--- config.mk ---
export PLATFORM = sky130hd
export DESIGN_NAME = stopwatch_ctrl
export DESIGN_NICKNAME = d
export VERILOG_FILES = /design/src/rtl/stopwatch_ctrl.sv
export SDC_FILE = /design/constraint.sdc
export NUM_CORES = 1
export LEC_CHECK = 0
export CAP_MARGIN = 10
export CORE_ASPECT_RATIO = 1.75
export CORE_MARGIN = 4
export CORE_UTILIZATION = 40
export CTS_CLUSTER_SIZE = 24
export DETAILED_ROUTE_END_ITERATION = 12
export PLACE_DENSITY = 0.66
export SETUP_SLACK_MARGIN = 0.15
export SLEW_MARGIN = 0
export SYNTH_ARGS = -nofsm -noshare
export SYNTH_HDL_FRONTEND = slang
export SYNTH_SLANG_ARGS = --single-unit
--- constraint.sdc ---
create_clock -name clk -period 7.1 [get_ports clk]
set_clock_uncertainty 0.2 [all_clocks]
set_input_delay 1.065 -clock clk [delete_from_list [all_inputs] [get_ports clk]]
set_output_delay 1.065 -clock clk [all_outputs]
set_load 0.01 [all_outputs]
--- src/rtl/stopwatch_ctrl.sv ---
// Stopwatch controller: debounced run/pause/lap/clear FSM driving an MM:SS.CC BCD count.
// Timebases arrive as free-running square waves and are edge-detected locally.
`timescale 1ns / 1ps
module stopwatch_ctrl #(
    parameter int unsigned MAX_MIN   = 59,
    parameter int unsigned DEB_TICKS = 20
) (
    input  logic       clk,
    input  logic       rst_n,
    input  logic       f100Hz,
    input  logic       f,
    input  logic       key_ss_n,
    input  logic       key_lc_n,
    output logic       run,
    output logic       lapped,
    output logic       overflow,
    output logic [7:0] cs_bcd,
    output logic [7:0] sec_bcd,
    output logic [7:0] min_bcd
);

    localparam logic [3:0] MinTens  = 4'(MAX_MIN / 10);
    localparam logic [3:0] MinUnits = 4'(MAX_MIN % 10);
    localparam logic [7:0] DebTicks = 8'(DEB_TICKS);

    typedef enum logic [1:0] {StIdle, StRun, StLap, StPause} state_e;

    state_e      state_q, state_d;
    logic        run_q, run_d, lapped_q, lapped_d;
    logic [2:0]  f100_sync_q, f1k_sync_q;
    logic [1:0]  ss_sync_q, lc_sync_q;
    logic        ss_lvl_q, ss_lvl_d, lc_lvl_q, lc_lvl_d;
    logic [7:0]  ss_cnt_q, ss_cnt_d, lc_cnt_q, lc_cnt_d;
    logic [23:0] live_q, live_d, lap_q, lap_d;
    logic        overflow_q, overflow_d;

    logic        tick100, tick1k, ss_press, lc_press, ss_ev, lc_ev;
    logic [3:0]  c_u, c_t, s_u, s_t, m_u, m_t;

    assign tick100 = f100_sync_q[1] & ~f100_sync_q[2];
    assign tick1k  = f1k_sync_q[1] & ~f1k_sync_q[2];

    // Debounce: a differing level must persist across DEB_TICKS 1 kHz samples.
    always_comb begin
        ss_lvl_d = ss_lvl_q;
        ss_cnt_d = ss_cnt_q;
        ss_press = 1'b0;
        lc_lvl_d = lc_lvl_q;
        lc_cnt_d = lc_cnt_q;
        lc_press = 1'b0;
        if (tick1k) begin
            if (ss_sync_q[1] == ss_lvl_q) begin
                ss_cnt_d = '0;
            end else if (ss_cnt_q + 8'd1 >= DebTicks) begin
                ss_lvl_d = ss_sync_q[1];
                ss_cnt_d = '0;
                ss_press = ss_lvl_q;
            end else begin
                ss_cnt_d = ss_cnt_q + 8'd1;
            end
            if (lc_sync_q[1] == lc_lvl_q) begin
                lc_cnt_d = '0;
            end else if (lc_cnt_q + 8'd1 >= DebTicks) begin
                lc_lvl_d = lc_sync_q[1];
                lc_cnt_d = '0;
                lc_press = lc_lvl_q;
            end else begin
                lc_cnt_d = lc_cnt_q + 8'd1;
            end
        end
    end

    assign ss_ev = ss_press;
    assign lc_ev = lc_press & ~ss_press;

    always_comb begin
        state_d    = state_q;
        lap_d      = lap_q;
        overflow_d = overflow_q;
        {m_t, m_u, s_t, s_u, c_t, c_u} = live_q;

        if (tick100 && (state_q == StRun || state_q == StLap)) begin
            if (c_u != 4'd9) begin
                c_u = c_u + 4'd1;
            end else begin
                c_u = '0;
                if (c_t != 4'd9) begin
                    c_t = c_t + 4'd1;
                end else begin
                    c_t = '0;
                    if (s_u != 4'd9) begin
                        s_u = s_u + 4'd1;
                    end else begin
                        s_u = '0;
                        if (s_t != 4'd5) begin
                            s_t = s_t + 4'd1;
                        end else begin
                            s_t = '0;
                            if (m_t == MinTens && m_u == MinUnits) begin
                                m_t        = '0;
                                m_u        = '0;
                                overflow_d = 1'b1;
                            end else if (m_u != 4'd9) begin
                                m_u = m_u + 4'd1;
                            end else begin
                                m_u = '0;
                                m_t = m_t + 4'd1;
                            end
                        end
                    end
                end
            end
        end
        live_d = {m_t, m_u, s_t, s_u, c_t, c_u};

        unique case (state_q)
            StIdle: if (ss_ev) state_d = StRun;
            StRun: begin
                if (ss_ev) begin
                    state_d = StPause;
                end else if (lc_ev) begin
                    state_d = StLap;
                    lap_d   = live_q;
                end
            end
            StLap: begin
                if (ss_ev) state_d = StPause;
                else if (lc_ev) state_d = StRun;
            end
            StPause: begin
                if (ss_ev) begin
                    state_d = StRun;
                end else if (lc_ev) begin
                    state_d    = StIdle;
                    live_d     = '0;
                    lap_d      = '0;
                    overflow_d = 1'b0;
                end
            end
        endcase

        run_d    = (state_d == StRun) || (state_d == StLap);
        lapped_d = (state_d == StLap);
    end

    always_ff @(posedge clk or negedge rst_n) begin
        if (!rst_n) begin
            state_q     <= StIdle;
            run_q       <= 1'b0;
            lapped_q    <= 1'b0;
            f100_sync_q <= '0;
            f1k_sync_q  <= '0;
            ss_sync_q   <= '0;
            lc_sync_q   <= '0;
            ss_lvl_q    <= 1'b1;
            lc_lvl_q    <= 1'b1;
            ss_cnt_q    <= '0;
            lc_cnt_q    <= '0;
            live_q      <= '0;
            lap_q       <= '0;
            overflow_q  <= 1'b0;
        end else begin
            state_q     <= state_d;
            run_q       <= run_d;
            lapped_q    <= lapped_d;
            f100_sync_q <= {f100_sync_q[1:0], f100Hz};
            f1k_sync_q  <= {f1k_sync_q[1:0], f};
            ss_sync_q   <= {ss_sync_q[0], key_ss_n};
            lc_sync_q   <= {lc_sync_q[0], key_lc_n};
            ss_lvl_q    <= ss_lvl_d;
            lc_lvl_q    <= lc_lvl_d;
            ss_cnt_q    <= ss_cnt_d;
            lc_cnt_q    <= lc_cnt_d;
            live_q      <= live_d;
            lap_q       <= lap_d;
            overflow_q  <= overflow_d;
        end
    end

    assign run      = run_q;
    assign lapped   = lapped_q;
    assign overflow = overflow_q;
    assign {min_bcd, sec_bcd, cs_bcd} = lapped_q ? lap_q : live_q;

endmodule

==> impl_table.tex, run 1 <==
\begin{tabular}{lr}
\hline
Metric & Value \\
\hline
\multicolumn{2}{l}{\textbf{Critical path}} \\
Sort of element at the end of the critical path & output pin \\
Type of element launching the critical path & flip-flop \\
Sequence of cells on the critical path & buf\_4 > mux2\_2 > clkdlybuf4s50\_1 \\
Master of the slowest instance on the critical path & sky130\_fd\_sc\_hd\_\_dfrtp\_1 \\
Endpoint arrival time on the critical path & 2.14 ns \\
Critical path start-end classification & flip-flop to output pin \\
CP max FO & 20 \\
Required arrival time at the worst endpoint & 5.83 ns \\
Highest cell delay on the worst timing path & 0.60 ns \\
\multicolumn{2}{l}{\textbf{Yosys}} \\
\#FFs+latches synth & 81 \\
Dominant cells by area after synthesis & sky130\_fd\_sc\_hd\_\_dfrtp\_1, sky130\_fd\_sc\_hd\_\_mux2\_2, sky130\_fd\_sc\_hd\_\_ha\_1 \\
Number of flops mapped to enable cells by yosys & 0 \\
Cell count after synthesis & 400 \\
Yosys top cell by area & sky130\_fd\_sc\_hd\_\_dfrtp\_1 \\
Yosys Warn Count & 0 \\
Fraction of synthesized cell area taken by the top area cell type & 47.2\% \\
Mean instance size in the synthesized netlist & 10.5 um\^{}2 \\
Sequential cell area fraction in the yosys report & 48.4\% \\
Post-Syn Nets & 418 \\
Post-synthesis instance area & 0.00419 mm\^{}2 \\
Number of different library cells in the post-synthesis netlist & 52 \\
Main flop type after synthesis & sky130\_fd\_sc\_hd\_\_dfrtp\_1 \\
Share of async-settable or async-resettable flops after synthesis & 100\% \\
\multicolumn{2}{l}{\textbf{Placement}} \\
Routability-driven placement congestion ratio & 0.773 \\
Half-perimeter wire length after placement & 5.93 mm \\
Count of input and output buffers & 32 \\
\multicolumn{2}{l}{\textbf{Die}} \\
Placeable Area & 0.0102 mm\^{}2 \\
Initial core utilization & 40.9\% \\
I/O pin total & 33 \\
Die Outline Area & 0.0122 mm\^{}2 \\
Die H & 143 um \\
Core Rows & 49 \\
Width of the chip & 85.4 um \\
\multicolumn{2}{l}{\textbf{Global routing}} \\
Largest net degree at the start of global routing & 82 \\
Wire length of the first global-routing pass & 14.7 mm \\
Via count of the first global-routing pass & 3,143 \\
Total gr overflow & 0 \\
Number of antenna violations at the first check in global routing & 0 \\
Global-route total usage across every layer & 15.0\% \\
\multicolumn{2}{l}{\textbf{Job}} \\
Number of max-capacitance violations reported & 0 \\
\multicolumn{2}{l}{\textbf{Detailed routing}} \\
Starting DRT DRC Count & 86 \\
Antenna-violating nets left & 0 \\
Remaining DRCs & 0 \\
Mean routed wirelength per cell & 15.3 um \\
First-pass iteration count of the detailed router & 4 \\
Number of vias per cell & 5.34 \\
Drt total wl & 8.59 mm \\
Number of vias after detailed routing & 2,992 \\
\multicolumn{2}{l}{\textbf{Timing}} \\
Slew of the pin with the lowest slew margin & 1.01 ns \\
Final period demand of the worst path & 3.41 ns \\
Setup repair after global routing missed its margin & false \\
Timing-limited maximum frequency & 293 MHz \\
Number of failing setup endpoints in the final timing report & 0 \\
Final max-slew violation count & 0 \\
Setup TNS & 0 ns \\
Worst-case headroom to the max-slew limit & 32.9\% \\
Part of the cycle the worst path needs & 48.0\% \\
Final count of hold timing violations & 0 \\
\multicolumn{2}{l}{\textbf{CTS}} \\
Count of instances resized after the clock tree is built & 0 \\
Clock transition at the register clock pins on the worst setup and hold paths after CTS & 0.06 ns \\
CTS tree & built \\
Clock Tree Root & sky130\_fd\_sc\_hd\_\_clkbuf\_16 \\
Buffer depth of the longest clock path & 2 \\
Htree depth & 3 \\
Number of buffers added to fix hold violations after cts & 0 \\
Number of CTS-inserted buffers & 9 \\
Latest clock arrival within the worst-skew pair & 0.34 ns \\
Setup bufs post-CTS & 0 \\
CTS sink count & 81 \\
\multicolumn{2}{l}{\textbf{Final layout}} \\
Layout-stage area growth over the synthesis result & 17.9\% \\
Post-layout utilization of the core & 48.3\% \\
Final antenna diode count & 0 \\
Proportion of layout cells with a drive suffix above 1 & 16.9\% \\
Nets@finish & 446 \\
\multicolumn{2}{l}{\textbf{Status}} \\
Outcome & completed \\
\multicolumn{2}{l}{\textbf{Pwr}} \\
Maximum vdd drop & 132 uV \\
Cell leakage power & 2.33 nW \\
Pwr/cell area & 207 mW/mm\^{}2 \\
\multicolumn{2}{l}{\textbf{Hold path}} \\
Min-delay worst type & flip-flop to flip-flop \\
\hline
\end{tabular}
## routing by layer
| layer | routed length, um | part of all wire (%) | up-vias | track usage (%) |
|---|---|---|---|---|
| met5 | 0 | 0 | - | 0 |
| met1 | 3530 | 41 | 1493 | 16.1 |
| li1 | - | - | 1453 | - |
| met4 | 162 | 1.9 | 0 | 6.26 |
| met2 | 4710 | 55 | 32 | 28.1 |
| met3 | 192 | 2.2 | 14 | 3.27 |
## through the flow
step	worst slack (ns)	hold slack, ns	power, W	std cells	cell area [um^2]
2_1_floorplan	4.46	0.131	0.000499	400	4190
3_3_place_gp	4.09	0.136	0.000515	544	4610
3_5_place_dp	4.05	0.136	0.000517	544	4610
4_1_cts	3.68	0.150	0.00104	560	4940
5_1_grt	3.62	0.156	0.00106	560	4940
6_report	3.69	0.148	0.00102	560	4940
## power by group
part / switching (W) / internal, W / total (W)
clock: 0.000185 / 0.000329 / 0.000514
combinational: 0.0000174 / 0.00000930 / 0.0000267
sequential: 0.0000108 / 0.000469 / 0.000480
total: 0.000213 / 0.000808 / 0.00102
## final cells by class
cell class	instances	area, um^2
tap	127	159
clock buffer	11	253
clock inverter	5	85.1
inverter	13	48.8
sequential	81	2030
fill	945	5300
multi-input combinational	289	2040
timing repair buffer	34	333
## flip-flops by register name, summed over array words and instances (netlist names)
signal and flops:
f100_sync_q 3, f1k_sync_q 3, lap_q 24, lapped 1, lc_cnt_q 8, lc_lvl_q 1
lc_sync_q 2, live_q 24, overflow 1, run 1, ss_cnt_q 8, ss_lvl_q 1
ss_sync_q 2, state_q 2
## placed cells by master, fill, tap and decap left out, types with 2 or more instances in the layout
master                            synthesis  routed
sky130_fd_sc_hd__nor2b_1                 23      23
sky130_fd_sc_hd__o211ai_1                 2       2
sky130_fd_sc_hd__mux2i_1                  3       3
sky130_fd_sc_hd__and2_1                   9       9
sky130_fd_sc_hd__nand3b_1                 5       5
sky130_fd_sc_hd__ha_1                    12      12
sky130_fd_sc_hd__xnor2_1                  8       8
sky130_fd_sc_hd__nor2_1                  40      40
sky130_fd_sc_hd__o21ai_0                 22      22
sky130_fd_sc_hd__clkbuf_8                 0       2
sky130_fd_sc_hd__and4_1                   3       3
sky130_fd_sc_hd__mux2_2                  43      43
sky130_fd_sc_hd__dfstp_2                  2       2
sky130_fd_sc_hd__o31ai_1                  7       7
sky130_fd_sc_hd__nand2b_1                 2       2
sky130_fd_sc_hd__clkbuf_16                0       9
sky130_fd_sc_hd__nand4b_1                 2       2
sky130_fd_sc_hd__clkdlybuf4s50_1          0      31
sky130_fd_sc_hd__xor2_1                   2       2
sky130_fd_sc_hd__a21oi_1                 14      14
sky130_fd_sc_hd__a31oi_1                  3       3
sky130_fd_sc_hd__nand2_1                 29      29
sky130_fd_sc_hd__or3_1                    7       7
sky130_fd_sc_hd__nand4_1                  2       2
sky130_fd_sc_hd__inv_1                   13      13
sky130_fd_sc_hd__nor3b_1                  4       4
sky130_fd_sc_hd__bufinv_16                0       2
sky130_fd_sc_hd__dfrtp_1                 79      79
sky130_fd_sc_hd__a211oi_1                 2       2
sky130_fd_sc_hd__a2111o_1                 2       2
sky130_fd_sc_hd__nand3_1                 11      11
sky130_fd_sc_hd__buf_4                    3       3
sky130_fd_sc_hd__nor3_1                   6       6
sky130_fd_sc_hd__and3_1                   5       5
sky130_fd_sc_hd__a211o_1                  2       2
sky130_fd_sc_hd__and4b_1                  2       2
## worst max-delay path: cells and delay by family (launching register included)
kind,cells,cell delay [ns]
buffers and inverters,2,0.83
muxes,1,0.37
DFF,1,0.60
## logic make-up (layout without fill, tap and decap cells)
logic type               count (synthesis)  count (layout)  share of synthesized area, %
AO/OA/AOI/OAI                           63              63                          9.79
buffers and inverters                   30              63                          3.01
AND/OR/NAND/NOR                        158             158                          20.8
multiplexers                            46              46                          12.3
flip-flops                              81              81                          48.4
adder cells (fa/ha/maj)                 12              12                          3.58
XOR/XNOR                                10              10                          2.09
## cell usage after synthesis, types with 3 or more instances
cell type and count:
sky130_fd_sc_hd__dfrtp_1 79, sky130_fd_sc_hd__mux2_2 43, sky130_fd_sc_hd__nor2_1 40, sky130_fd_sc_hd__nand2_1 29, sky130_fd_sc_hd__nor2b_1 23, sky130_fd_sc_hd__o21ai_0 22
sky130_fd_sc_hd__a21oi_1 14, sky130_fd_sc_hd__inv_1 13, sky130_fd_sc_hd__ha_1 12, sky130_fd_sc_hd__nand3_1 11, sky130_fd_sc_hd__and2_1 9, sky130_fd_sc_hd__clkbuf_1 9
sky130_fd_sc_hd__xnor2_1 8, sky130_fd_sc_hd__o31ai_1 7, sky130_fd_sc_hd__or3_1 7, sky130_fd_sc_hd__nor3_1 6, sky130_fd_sc_hd__and3_1 5, sky130_fd_sc_hd__nand3b_1 5
sky130_fd_sc_hd__nor3b_1 4, sky130_fd_sc_hd__a31oi_1 3, sky130_fd_sc_hd__and4_1 3, sky130_fd_sc_hd__buf_1 3, sky130_fd_sc_hd__buf_4 3, sky130_fd_sc_hd__mux2i_1 3
## worst paths after layout
| check | cells past startpoint | slack [ns] | to | from |
|---|---|---|---|---|
| worst max-delay path | 3 | 3.69 | min_bcd[3] | lapped |
| worst min-delay path | 0 | 0.15 | f1k_sync_q[1] | f1k_sync_q[0] |
| worst max register to register | 7 | 4.08 | live_q[15] | lc_cnt_q[0] |
| worst min register to register | 0 | 0.15 | f1k_sync_q[1] | f1k_sync_q[0] |
| max in group asynchronous | 1 | 5.35 | lap_q[8] | rst_n |
| min in group asynchronous | 1 | 0.67 | ss_cnt_q[4] | rst_n |
(Power assumes the default switching activity.)
==> run 2, diff against run 1 <==
--- a/config.mk
+++ b/config.mk
@@ -11,7 +11,7 @@
 export CORE_UTILIZATION = 40
 export CTS_CLUSTER_SIZE = 24
 export DETAILED_ROUTE_END_ITERATION = 12
-export PLACE_DENSITY = 0.66
+export PLACE_DENSITY = 0.69
 export SETUP_SLACK_MARGIN = 0.15
 export SLEW_MARGIN = 0
 export SYNTH_ARGS = -nofsm -noshare
==> constraint.sdc (replaced) <==
create_clock -name clk -period 3 [get_ports clk]
set_clock_uncertainty 0.2 [all_clocks]
set_input_delay 0.45 -clock clk [delete_from_list [all_inputs] [get_ports clk]]
set_output_delay 0.45 -clock clk [all_outputs]
set_load 0.01 [all_outputs]
==> impl_table.tex, run 2 (same netlist as run 1, synthesis figures left out) <==
\begin{tabular}{lr}
\hline
Metric & Value \\
\hline
\multicolumn{2}{l}{\textbf{Pwr}} \\
Internal power & 0.00169 W (+110\%) \\
Combinational cell fraction of total power & 3.2\% (+0.6 points) \\
Switching power & 0.000482 W (+130\%) \\
Seq pwr share & 52.3\% (+5.3 points) \\
Maximum vdd drop & 283 uV (+110\%) \\
Proportion of power drawn by the clock network & 44.5\% (-5.8 points) \\
Switching power share of the total & 22.1\% (+1.2 points) \\
Pwr/cell area & 436 mW/mm\^{}2 (+110\%) \\
Cell leakage power & 2.36 nW (+1.5\%) \\
\multicolumn{2}{l}{\textbf{Critical path}} \\
Reg-to-reg setup timing slack & 0.28 ns (-3.80 ns) \\
Sort of element at the end of the critical path & flip-flop \\
Critical register-to-register path startpoint & lc\_cnt\_q[0] \\
Type of element launching the critical path & flip-flop \\
Highest cell delay on the worst timing path & 0.45 ns (-0.15 ns) \\
CP max FO & 8 (-60\%) \\
Startpoint of the worst setup timing path & lc\_cnt\_q[0] \\
Cell depth of the worst flop-to-flop path & 8 (+1) \\
Kind of cell adding the most delay to the critical path & compound AO/OA/AOI/OAI gates \\
Required arrival time at the worst endpoint & 3.02 ns (-2.81 ns) \\
Reg-to-reg endpoint & lap\_q[1] \\
Depth of the critical timing path with buffers and inverters included & 8 (+5) \\
Buffers plus inverters on the worst setup path & 1 (-1) \\
Endpoint arrival time on the critical path & 2.74 ns (+0.60 ns) \\
Last element of the critical path & lap\_q[1] \\
Critical path start-end classification & flip-flop to flip-flop \\
Master of the slowest instance on the critical path & sky130\_fd\_sc\_hd\_\_dfrtp\_2 \\
Sequence of cells on the critical path & ha\_2 > nor4b\_2 > o211ai\_1 > a211o\_1 > and4b\_1 > o211ai\_4 > clkbuf\_16 > mux2\_2 \\
\multicolumn{2}{l}{\textbf{Final layout}} \\
Finished Cell Area & 0.00499 mm\^{}2 (+0.99\%) \\
Most frequent standard cell in the layout excluding fill and tap cells & sky130\_fd\_sc\_hd\_\_dfrtp\_1 \\
Proportion of layout cells with a drive suffix above 1 & 18.9\% (+2.1 points) \\
Layout-stage area growth over the synthesis result & 19.1\% \\
Top flop regs & lap\_q: 24 flops, live\_q: 24 flops \\
Highest-count cells in the layout ignoring fill and taps & sky130\_fd\_sc\_hd\_\_dfrtp\_1, sky130\_fd\_sc\_hd\_\_mux2\_2, sky130\_fd\_sc\_hd\_\_nor2\_1, sky130\_fd\_sc\_hd\_\_clkdlybuf4s50\_1, sky130\_fd\_sc\_hd\_\_nand2\_1 \\
Final antenna diode count & 0 (unchanged) \\
Total of fill cells in the finished design & 942 (-0.32\%) \\
Nets@finish & 457 (+2.5\%) \\
\multicolumn{2}{l}{\textbf{Timing}} \\
Timing-limited maximum frequency & 368 MHz \\
Setup repair after global routing missed its margin & false \\
Setup TNS & 0 ns (unchanged) \\
Slew of the pin with the lowest slew margin & 0.558 ns (-0.448 ns) \\
Part of the cycle the worst path needs & 90.6\% \\
Final period demand of the worst path & 2.72 ns \\
Worst-case headroom to the max-slew limit & 62.8\% (+30 points) \\
Final-layout worst hold slack & 0.147 ns (-0.000312 ns) \\
Number of failing setup endpoints in the final timing report & 0 (unchanged) \\
Final max-slew violation count & 0 (unchanged) \\
Final count of hold timing violations & 0 (unchanged) \\
\multicolumn{2}{l}{\textbf{CTS}} \\
Clock transition at the register clock pins on the worst setup and hold paths after CTS & 0.06 ns (about the same) \\
CTS tree & built \\
Clock Tree Root & sky130\_fd\_sc\_hd\_\_clkbuf\_16 \\
Number of CTS-inserted buffers & 9 (unchanged) \\
CTS sink count & 81 (unchanged) \\
Buffer depth of the longest clock path & 2 (unchanged) \\
Latest clock arrival within the worst-skew pair & 0.34 ns (about the same) \\
Htree depth & 3 (unchanged) \\
\multicolumn{2}{l}{\textbf{Placement}} \\
Count of input and output buffers & 32 (unchanged) \\
Routability-driven placement congestion ratio & 0.751 (-2.8\%) \\
Half-perimeter wire length after placement & 5.82 mm (-1.8\%) \\
Area of placed instances & 0.00468 mm\^{}2 (+1.6\%) \\
\multicolumn{2}{l}{\textbf{Global routing}} \\
Total gr overflow & 0 (unchanged) \\
Global-route total usage across every layer & 14.5\% (-0.54 points) \\
Via count of the first global-routing pass & 3,004 (-4.4\%) \\
Wire length of the first global-routing pass & 14.1 mm (-4.0\%) \\
Largest net degree at the start of global routing & 46 (-44\%) \\
Number of antenna violations at the first check in global routing & 0 (unchanged) \\
\multicolumn{2}{l}{\textbf{Hold path}} \\
Min-delay worst type & flip-flop to flip-flop \\
\multicolumn{2}{l}{\textbf{Die}} \\
I/O pin total & 33 (unchanged) \\
Die Outline Area & 0.0122 mm\^{}2 (unchanged) \\
Placeable Area & 0.0102 mm\^{}2 (unchanged) \\
Width of the chip & 85.4 um (unchanged) \\
Initial core utilization & 40.9\% (unchanged) \\
Die H & 143 um (unchanged) \\
Core Rows & 49 (unchanged) \\
\multicolumn{2}{l}{\textbf{Detailed routing}} \\
Drt total wl & 8.57 mm (-0.21\%) \\
Remaining DRCs & 0 (unchanged) \\
Number of vias after detailed routing & 3,054 (+2.1\%) \\
Starting DRT DRC Count & 180 (+110\%) \\
Antenna-violating nets left & 0 (unchanged) \\
Number of vias per cell & 5.35 (+0.11\%) \\
First-pass iteration count of the detailed router & 4 (unchanged) \\
Mean routed wirelength per cell & 15.0 um (-2.1\%) \\
\multicolumn{2}{l}{\textbf{Status}} \\
Outcome & completed \\
\multicolumn{2}{l}{\textbf{Job}} \\
Number of max-capacitance violations reported & 0 (unchanged) \\
\hline
\end{tabular}
[run 2: worst reg2reg max path, delay by kind of cell, from the launching register on]
family	cells	cell delay [ns]
fa+ha+maj	1	0.25
compound gates	3	0.63
flops	1	0.45
buf+inv	1	0.22
mux	1	0.33
simple gates	2	0.53
[run 2: final cells by class]
cell class	count	area (um^2)	area share (%)
multi-input cells	289	2040	41.0
flip-flops and latches	81	2030	40.7
repair buffers	45	452	9.05
clock buffers	12	236	4.74
well taps	127	159	3.18
inverters	13	48.8	0.977
clock inverters	4	20.0	0.401
[run 2: routing by layer]
layer  global-route usage (%)  vias up  share of wire [%]
met2                     25.9       33                 54
met1                     16.2     1522                 41
met5                        0        -                  0
li1                         -     1485                  -
met3                     3.21       14                3.0
met4                     6.51        0                2.0
[run 2: through the flow]
stage	util, %	instances	setup WS [ns]	power (W)
2_1_floorplan	-	400	0.361	0.00118
3_3_place_gp	45.7	552	0.287	0.00122
3_5_place_dp	45.7	552	0.194	0.00123
4_1_cts	48.3	569	0.176	0.00220
5_1_grt	48.8	571	0.170	0.00226
6_report	48.8	571	0.283	0.00218
[run 2: repair_timing]
action                                  in CTS  in global routing
buffers inserted                             0                  0
resized for setup                            0                  4
hold buffers                                 1                  0
endpoints found under the setup margin       0                 25
hold endpoints to repair                    42                  0
[run 2: worst min-delay path by stage]
stage                                 to  slack, ns  cells past startpoint      startpoint
after global placement     f1k_sync_q[1]       0.13                      0   f1k_sync_q[0]
final                     f100_sync_q[1]       0.15                      0  f100_sync_q[0]
after CTS                 f100_sync_q[1]       0.15                      0  f100_sync_q[0]
after detailed placement    lc_sync_q[1]       0.14                      0    lc_sync_q[0]
after floorplan           f100_sync_q[0]      -0.05                      0           rst_n
after global routing      f100_sync_q[1]       0.16                      0  f100_sync_q[0]
[run 2: power by group through the flow]
stage	clock (W)	combinational (W)	sequential, W
2_1_floorplan	0	0.0000313	0.00115
3_3_place_gp	0	0.0000679	0.00115
3_5_place_dp	0	0.0000707	0.00115
4_1_cts	0.000993	0.0000731	0.00114
5_1_grt	0.00103	0.0000811	0.00114
6_report	0.000968	0.0000705	0.00114
==> run 3, diff against run 2 <==
--- a/config.mk
+++ b/config.mk
@@ -11,7 +11,6 @@
 export CORE_UTILIZATION = 40
 export CTS_CLUSTER_SIZE = 24
 export DETAILED_ROUTE_END_ITERATION = 12
-export PLACE_DENSITY = 0.69
 export SETUP_SLACK_MARGIN = 0.15
 export SLEW_MARGIN = 0
 export SYNTH_ARGS = -nofsm -noshare
==> impl_table.tex, run 3 (same netlist as run 1, synthesis figures left out) <==
\begin{tabular}{lr}
\hline
Metric & Value \\
\hline
\multicolumn{2}{l}{\textbf{Detailed routing}} \\
Antenna-violating nets left & 0 (unchanged) \\
Remaining DRCs & 0 (unchanged) \\
Mean routed wirelength per cell & 15.3 um (+1.8\%) \\
First-pass iteration count of the detailed router & 4 (unchanged) \\
Starting DRT DRC Count & 156 (-13\%) \\
Drt total wl & 8.66 mm (+1.0\%) \\
Number of vias after detailed routing & 3,009 (-1.5\%) \\
Number of vias per cell & 5.31 (-0.78\%) \\
\multicolumn{2}{l}{\textbf{Global routing}} \\
Total gr overflow & 0 (unchanged) \\
Wire length of the first global-routing pass & 15.1 mm (+7.1\%) \\
Number of antenna violations at the first check in global routing & 0 (unchanged) \\
Via count of the first global-routing pass & 3,228 (+7.5\%) \\
Global-route total usage across every layer & 15.5\% (+0.98 points) \\
Largest net degree at the start of global routing & 45 (-2.2\%) \\
\multicolumn{2}{l}{\textbf{Timing}} \\
Setup TNS & 0 ns (unchanged) \\
Post-route worst setup slack & 0.319 ns (+0.0363 ns) \\
Slew of the pin with the lowest slew margin & 0.533 ns (-0.0248 ns) \\
Number of failing setup endpoints in the final timing report & 0 (unchanged) \\
Part of the cycle the worst path needs & 89.4\% (-1.2 points) \\
Final count of hold timing violations & 0 (unchanged) \\
Setup repair after global routing missed its margin & false \\
Worst-case headroom to the max-slew limit & 64.5\% (+1.7 points) \\
Final period demand of the worst path & 2.68 ns (-0.0363 ns) \\
Final max-slew violation count & 0 (unchanged) \\
Timing-limited maximum frequency & 373 MHz (+1.4\%) \\
Final-layout worst hold slack & 0.146 ns (-0.00158 ns) \\
\multicolumn{2}{l}{\textbf{CTS}} \\
Latest clock arrival within the worst-skew pair & 0.33 ns (about the same) \\
Clock transition at the register clock pins on the worst setup and hold paths after CTS & 0.06 ns (about the same) \\
Clock Tree Root & sky130\_fd\_sc\_hd\_\_clkbuf\_16 \\
Number of CTS-inserted buffers & 9 (unchanged) \\
CTS tree & built \\
Htree depth & 3 (unchanged) \\
CTS sink count & 81 (unchanged) \\
Buffer depth of the longest clock path & 2 (unchanged) \\
Setup bufs post-CTS & 0 (unchanged) \\
\multicolumn{2}{l}{\textbf{Critical path}} \\
Endpoint arrival time on the critical path & 2.70 ns (-0.04 ns) \\
Required arrival time at the worst endpoint & 3.02 ns (about the same) \\
Type of element launching the critical path & flip-flop \\
Sort of element at the end of the critical path & flip-flop \\
CP max FO & 24 (+16) \\
Critical path start-end classification & flip-flop to flip-flop \\
Highest cell delay on the worst timing path & 0.45 ns (about the same) \\
Sequence of cells on the critical path & ha\_2 > nor4b\_2 > o211ai\_1 > a211o\_1 > and4b\_1 > o211ai\_4 > buf\_12 > mux2\_2 \\
Master of the slowest instance on the critical path & sky130\_fd\_sc\_hd\_\_dfrtp\_1 \\
\multicolumn{2}{l}{\textbf{Placement}} \\
Pre-CTS WS & 0.220 ns (+0.0264 ns) \\
Half-perimeter wire length after placement & 5.99 mm (+2.8\%) \\
Routability-driven placement congestion ratio & 0.744 (-0.88\%) \\
Count of input and output buffers & 32 (unchanged) \\
\multicolumn{2}{l}{\textbf{Pwr}} \\
Pwr/cell area & 472 mW/mm\^{}2 (+8.4\%) \\
Cell leakage power & 2.36 nW (about the same) \\
Maximum vdd drop & 314 uV (+11\%) \\
\multicolumn{2}{l}{\textbf{Final layout}} \\
Layout-stage area growth over the synthesis result & 19.4\% \\
Nets@finish & 453 (-0.88\%) \\
Top flop regs & lap\_q: 24 flops, live\_q: 24 flops \\
Final antenna diode count & 0 (unchanged) \\
Most frequent standard cell in the layout excluding fill and tap cells & sky130\_fd\_sc\_hd\_\_dfrtp\_1 \\
Highest-count cells in the layout ignoring fill and taps & sky130\_fd\_sc\_hd\_\_dfrtp\_1, sky130\_fd\_sc\_hd\_\_mux2\_2, sky130\_fd\_sc\_hd\_\_nor2\_1, sky130\_fd\_sc\_hd\_\_clkdlybuf4s50\_1, sky130\_fd\_sc\_hd\_\_nand2\_1 \\
Proportion of layout cells with a drive suffix above 1 & 18.2\% (-0.74 points) \\
\multicolumn{2}{l}{\textbf{Die}} \\
Width of the chip & 85.4 um (unchanged) \\
Placeable Area & 0.0102 mm\^{}2 (unchanged) \\
Core Rows & 49 (unchanged) \\
Die Outline Area & 0.0122 mm\^{}2 (unchanged) \\
Initial core utilization & 40.9\% (unchanged) \\
Die H & 143 um (unchanged) \\
I/O pin total & 33 (unchanged) \\
\multicolumn{2}{l}{\textbf{Job}} \\
Number of max-capacitance violations reported & 0 (unchanged) \\
\multicolumn{2}{l}{\textbf{Status}} \\
Outcome & completed \\
\multicolumn{2}{l}{\textbf{Hold path}} \\
Min-delay worst type & flip-flop to flip-flop \\
\hline
\end{tabular}
run 3: changes by cell type in the layout (fill, tap and decap cells not counted), sizes merged:
cell / delta
clkbuf: -3
clkinv: -1
buf: -3
bufinv: +2
clkinvlp: +1
run 3: layout make-up:
class / instances / area (um^2)
Timing Repair Buffer: 41 / 413
Clock buffer: 10 / 229
Clock inverter: 6 / 82.6
Multi-Input combinational cell: 289 / 2040
Sequential cell: 81 / 2030
Fill cell: 929 / 5230
Tap cell: 127 / 159
Inverter: 13 / 48.8
run 3: worst max-delay path, delay by kind of cell, from the launching register on:
family | cells | cell delay (ns)
fa+ha+maj | 1 | 0.26
mux | 1 | 0.35
flops | 1 | 0.45
compound gates | 3 | 0.58
simple gates | 2 | 0.52
buf+inv | 1 | 0.21
run 3: worst paths after layout:
path | startpoint | endpoint | slack (ns) | cells after the start
worst max-delay path | lc_cnt_q[0] | lap_q[22] | 0.32 | 8
worst min-delay path | f100_sync_q[0] | f100_sync_q[1] | 0.15 | 0
worst max register to register | lc_cnt_q[0] | lap_q[22] | 0.32 | 8
worst min register to register | f100_sync_q[0] | f100_sync_q[1] | 0.15 | 0
max in group asynchronous | rst_n | lap_q[20] | 1.56 | 3
min in group asynchronous | rst_n | lc_cnt_q[4] | 0.43 | 2
run 3: metal layers:
metal / GRT usage, % / wire length, um / vias up
met2: 27.9 / 4590 / 41
met4: 7.84 / 258 / 0
met3: 2.70 / 171 / 18
li1: - / - / 1466
met5: 0 / 0 / -
met1: 17.2 / 3640 / 1484
run 3: what timing repair did:
item / in CTS / in global routing
endpoints found under the hold margin: 35 / 0
setup endpoints to repair: 0 / 33
gates resized for setup: 0 / 2
hold buffers: 1 / 0
run 3: report_power, final:
part | switching, W | internal, W | total (W) | leakage [nW]
logic | 0.0000436 | 0.0000265 | 0.0000702 | 1.11
clock network | 0.000434 | 0.000725 | 0.00116 | 0.152
registers | 0.0000247 | 0.00111 | 0.00114 | 1.10
run 3: per-stage QoR:
step / total power [W] / util, % / cells / area [um^2]
finish: 0.00236 / 48.9 / 567 / 5010
global route: 0.00246 / 48.9 / 567 / 5010
CTS: 0.00241 / 48.8 / 567 / 5000
detailed placement: 0.00123 / 45.7 / 550 / 4680
global placement: 0.00122 / 45.7 / 550 / 4680
floorplan: 0.00118 / - / 400 / 4190
